--- src/rtl/regfile_neg.sv ---
// Falling-edge register file: one write port, two combinational read ports, r0 hardwired to zero.
// Writes are visible after the falling edge of the same cycle; there is no backpressure.
module regfile_neg #(
    parameter int WIDTH  = 32,
    parameter int DEPTH  = 32,
    parameter int ADDR_W = 5
) (
    input  logic              clock,
    input  logic              clr,
    input  logic              ctrl_writeEnable,
    input  logic [ADDR_W-1:0] ctrl_writeReg,
    input  logic [WIDTH-1:0]  data_writeReg,
    input  logic [ADDR_W-1:0] ctrl_readRegA,
    input  logic [ADDR_W-1:0] ctrl_readRegB,
    output logic [WIDTH-1:0]  data_readRegA,
    output logic [WIDTH-1:0]  data_readRegB
);

    // No storage exists for r0; its reads are forced to zero in the muxes.
    logic [WIDTH-1:0] regs [1:DEPTH-1];
    logic [DEPTH-1:1] wr_dec;

    always_comb begin
        wr_dec = '0;
        for (int i = 1; i < DEPTH; i++) begin
            wr_dec[i] = ctrl_writeEnable && (ctrl_writeReg == ADDR_W'(i));
        end
    end

    always_ff @(negedge clock or posedge clr) begin
        if (clr) begin
            for (int i = 1; i < DEPTH; i++) begin
                regs[i] <= '0;
            end
        end else begin
            for (int i = 1; i < DEPTH; i++) begin
                if (wr_dec[i]) begin
                    regs[i] <= data_writeReg;
                end
            end
        end
    end

    always_comb begin
        data_readRegA = '0;
        data_readRegB = '0;
        for (int i = 1; i < DEPTH; i++) begin
            if (ctrl_readRegA == ADDR_W'(i)) begin
                data_readRegA = regs[i];
            end
            if (ctrl_readRegB == ADDR_W'(i)) begin
                data_readRegB = regs[i];
            end
        end
    end

endmodule

--- config.mk ---
export PLATFORM = sky130hd
export DESIGN_NAME = regfile_neg
export DESIGN_NICKNAME = d
export VERILOG_FILES = /design/src/rtl/regfile_neg.sv
export SDC_FILE = /design/constraint.sdc
export NUM_CORES = 2
export LEC_CHECK = 0
export ABC_AREA = 1
export BUFFER_PORTS_ARGS = -buffer_cell sky130_fd_sc_hd__buf_4
export CORE_MARGIN = 3
export CORE_UTILIZATION = 50
export CTS_CLUSTER_SIZE = 28
export DETAILED_ROUTE_END_ITERATION = 8
export PLACE_DENSITY = 0.66
export SKIP_CTS_REPAIR_TIMING = 1
export SLEW_MARGIN = 20
export SYNTH_ARGS = -nofsm -noshare
export SYNTH_HDL_FRONTEND = slang
export SYNTH_SLANG_ARGS = --single-unit
export TNS_END_PERCENT = 1
--- constraint.sdc ---
create_clock -name clock -period 68.9 [get_ports clock]
set_input_delay 13.78 -clock clock [delete_from_list [all_inputs] [get_ports clock]]
set_output_delay 13.78 -clock clock [all_outputs]
set_load 0.03 [all_outputs]
# == Yosys cells after proc, flatten, opt, wreduce, memory -nomap -nowiden ==
# Cells that the tools add are included.
# totals
reg_bits,992
input_bits,50
out_inout_bits,64
wordCells,217
# classes
eq_ne,93
mux,62
reduce_logical,31
# ops
op,count
$mux W32,62
$eq A5 B5 Y1 const B,48
$eq A5 B4 Y1 const B,24
$eq A5 B3 Y1 const B,12
$logic_and A1 B1 Y1,31
$eq A5 B2 Y1 const B,6
$eq A5 B1 Y1 const B,3

# == Depth between registers and ports, before layout ==
# depth
ltp_word,32
ltp_mapped,24
ltp_nobuf,24

==> impl_metrics.env <==
export IMPL_outcome="finished clean"
export IMPL_nets=6990
export IMPL_num_io_pins=114
export IMPL_synth_fa_ha_area_share_pct=0
export IMPL_mostFrequentLayoutCell="nand2_1"
export IMPL_cp_max_fo=150
export IMPL_maxCapViolations=0
export IMPL_ant_nets=0
export IMPL_rows=116
export IMPL_avgSynthCellArea_um2=7.18
export IMPL_worst_pin_slew_ps=1140
export IMPL_cp_start_kind="input pin"
export IMPL_vias=48800
export IMPL_rsz0062_at_grt="false"
export IMPL_powerDensity_nw_per_um2=29.0
export IMPL_power_total_w=0.00163
export IMPL_cts_tree="done"
export IMPL_hold_viol_final=0
export IMPL_syn2layout_area_growth_pct=10.3
export IMPL_h_tree_depth=3
export IMPL_final_setup_viol_count=0
export IMPL_yosysWarningCount=0
export IMPL_fillerInstances=9544
export IMPL_largest_register="regs"
export IMPL_drc=0
export IMPL_final_cell_mix="2523 x nand2_1, 1021 x o21ai_0, 992 x dfrtn_1"
export IMPL_drt_pass1_iterations=9
export IMPL_gr_total_overflow=0
export IMPL_hp_start="regs[102]"
export IMPL_syn_inst=7108
export IMPL_dp_hpwl_um=111000
export IMPL_met2_usage_pct=52.9
export IMPL_synth_top_family_by_area="simple AND/OR/NAND/NOR gates"
export IMPL_wl_um=180000
export IMPL_grt_use_met1_pct=45.6
export IMPL_yosys_area_share_simple_pct=33.4
export IMPL_clock_skew_ps=0
export IMPL_yosysUniqueCellTypes=30
export IMPL_cts_root_buf="clkbuf_16"
export IMPL_gp_congestion=0.883
export IMPL_grt_use_met3_pct=6.22
export IMPL_synth_xor_area_share_pct=0
export IMPL_r2r_start="regs[886]"
export IMPL_power_leakage_nw=25.7
export IMPL_grt_pass1_wl_um=276000
export IMPL_fp_dieW_um=326
export IMPL_die_area_um2=106000
export IMPL_drt_iter0_drc=6013
export IMPL_endpoint_kind="async pin"
export IMPL_start_util_pct=50.7
export IMPL_slew_headroom_pct=23.7
export IMPL_clockBufferDepth=3
export IMPL_syn_area_um2=51000
export IMPL_cts_made_buffers=107
export IMPL_grt_busiest_layer="met2"
export IMPL_synth_seq_cells=992
export IMPL_yosysSeqAreaShare_pct=48.6
export IMPL_criticalPathCategory="input pin to async pin"
export IMPL_largest_reg_flops=992
export IMPL_ir_drop_mv=0.0258
export IMPL_clk_latency_ps=640
export IMPL_io_buffer_count=113
export IMPL_cp_arrival_ps=18420
export IMPL_grt_max_degree=158
export IMPL_synthMuxAreaShare_pct=0
export IMPL_synth_compound_area_share_pct=10.6
export IMPL_core_area_um2=101000
export IMPL_crit_start="clr"
export IMPL_wl_per_cell_um=21.5
export IMPL_vias_per_cell=5.82
export IMPL_top_regs="regs (992)"
export IMPL_critPathRequiredTime_ps=35210
export IMPL_syn_nets=7158
export IMPL_die_h_um=326
export IMPL_clock_sinks=992
export IMPL_antenna_found_initial=6
export IMPL_finalSetupTns_ps=0
export IMPL_grt_pass1_vias=45800
export IMPL_slew_viol_final=0
export IMPL_track_usage_pct=33.4
export IMPL_hp_class="flip-flop to flip-flop"
export IMPL_clkTransAtPathRegs_ps=50
export IMPL_drive_gt1_share_pct=7.51
## metal layers
metal / vias to the layer above / wire, um
met2: 2479 / 81600
li1: 22500 / -
met1: 23300 / 73500
met5: - / 13
met3: 476 / 17500
met4: 2 / 7350
## cell type report
class / count / area [um2] / area share (%)
antenna: 5 / 12.5 / 0.0222
tap: 1357 / 1700 / 3.01
sequential: 992 / 24800 / 44.1
multi-input combinational: 5148 / 22700 / 40.3
clock inverter: 30 / 385 / 0.684
inverter: 474 / 1790 / 3.17
clock buffer: 165 / 3270 / 5.81
timing repair buffer: 217 / 1650 / 2.94
## cells in the mapped netlist
master / number / area share, %
a21oi_1: 57 / 0.56
buf_1: 12 / 0.088
buf_2: 47 / 0.46
buf_4: 6 / 0.088
buf_6: 6 / 0.13
clkbuf_1: 423 / 3.1
clkinv_1: 4 / 0.029
clkinv_2: 1 / 0.0098
dfrtn_1: 992 / 49
inv_1: 453 / 3.3
inv_2: 15 / 0.11
inv_4: 1 / 0.012
nand2_1: 2548 / 19
nand2_2: 6 / 0.074
nand2_4: 1 / 0.022
nand3_1: 107 / 1.0
nand3_2: 2 / 0.039
nand4_1: 540 / 6.6
nor2_1: 765 / 5.6
nor2_2: 13 / 0.16
nor2_4: 1 / 0.022
nor3_1: 16 / 0.16
nor3_2: 2 / 0.039
nor3_4: 1 / 0.032
nor3b_1: 4 / 0.059
nor4_1: 1 / 0.012
o21ai_0: 1021 / 10
or2_0: 19 / 0.23
or2_1: 5 / 0.061
or2_2: 39 / 0.48
## report_power, final
group	switching (W)	internal, W	leakage [nW]	total [W]
Clock	0.000244	0.000358	1.81	0.000602
Sequential	0.0000825	0.000703	12.9	0.000785
Combinational	0.000163	0.0000810	11.1	0.000244
Total	0.000490	0.00114	25.7	0.00163
## worst max-delay path: stages
cell and delay (ps):
buf_4 120, clkinvlp_4 450, buf_4 810, buf_12 630, buf_4 660, buf_4 840
buf_4 790
## final timing paths
kind | endpoint | slack [ps] | cells past startpoint
min | regs[102] | 430 | 2
max reg2reg | regs[886] | 68120 | 2
max in group clock | data_readRegA[0] | 17130 | 17
min reg2reg | regs[102] | 430 | 2
max | regs[205] | 16790 | 7
min in group asynchronous | regs[951] | 47570 | 2
## through the flow
| stage | utilization (%) | instances | hold WS [ps] | setup slack (ps) | area, um2 |
|---|---|---|---|---|---|
| 6_report | 55.9 | 8388 | 429 | 16790 | 56300 |
| 5_1_grt | 55.9 | 8384 | 450 | 16120 | 56300 |
| 4_1_cts | 55.9 | 8383 | 434 | 16640 | 56300 |
| 3_5_place_dp | 52.3 | 8188 | 433 | 15920 | 52600 |
| 3_3_place_gp | 52.3 | 8188 | 426 | 15940 | 52600 |
| 2_1_floorplan | - | 7108 | 414 | 7380 | 51000 |
## kinds of logic (layout without fill, tap and decap cells)
kind of cell | Yosys count | count (layout)
AOI/OAI and AO/OA | 1078 | 1078
buffers and inverters | 968 | 886
DFF | 992 | 992
other | 0 | 5
and+or+nand+nor | 4070 | 4070
Power figures use the tool's default switching activity.
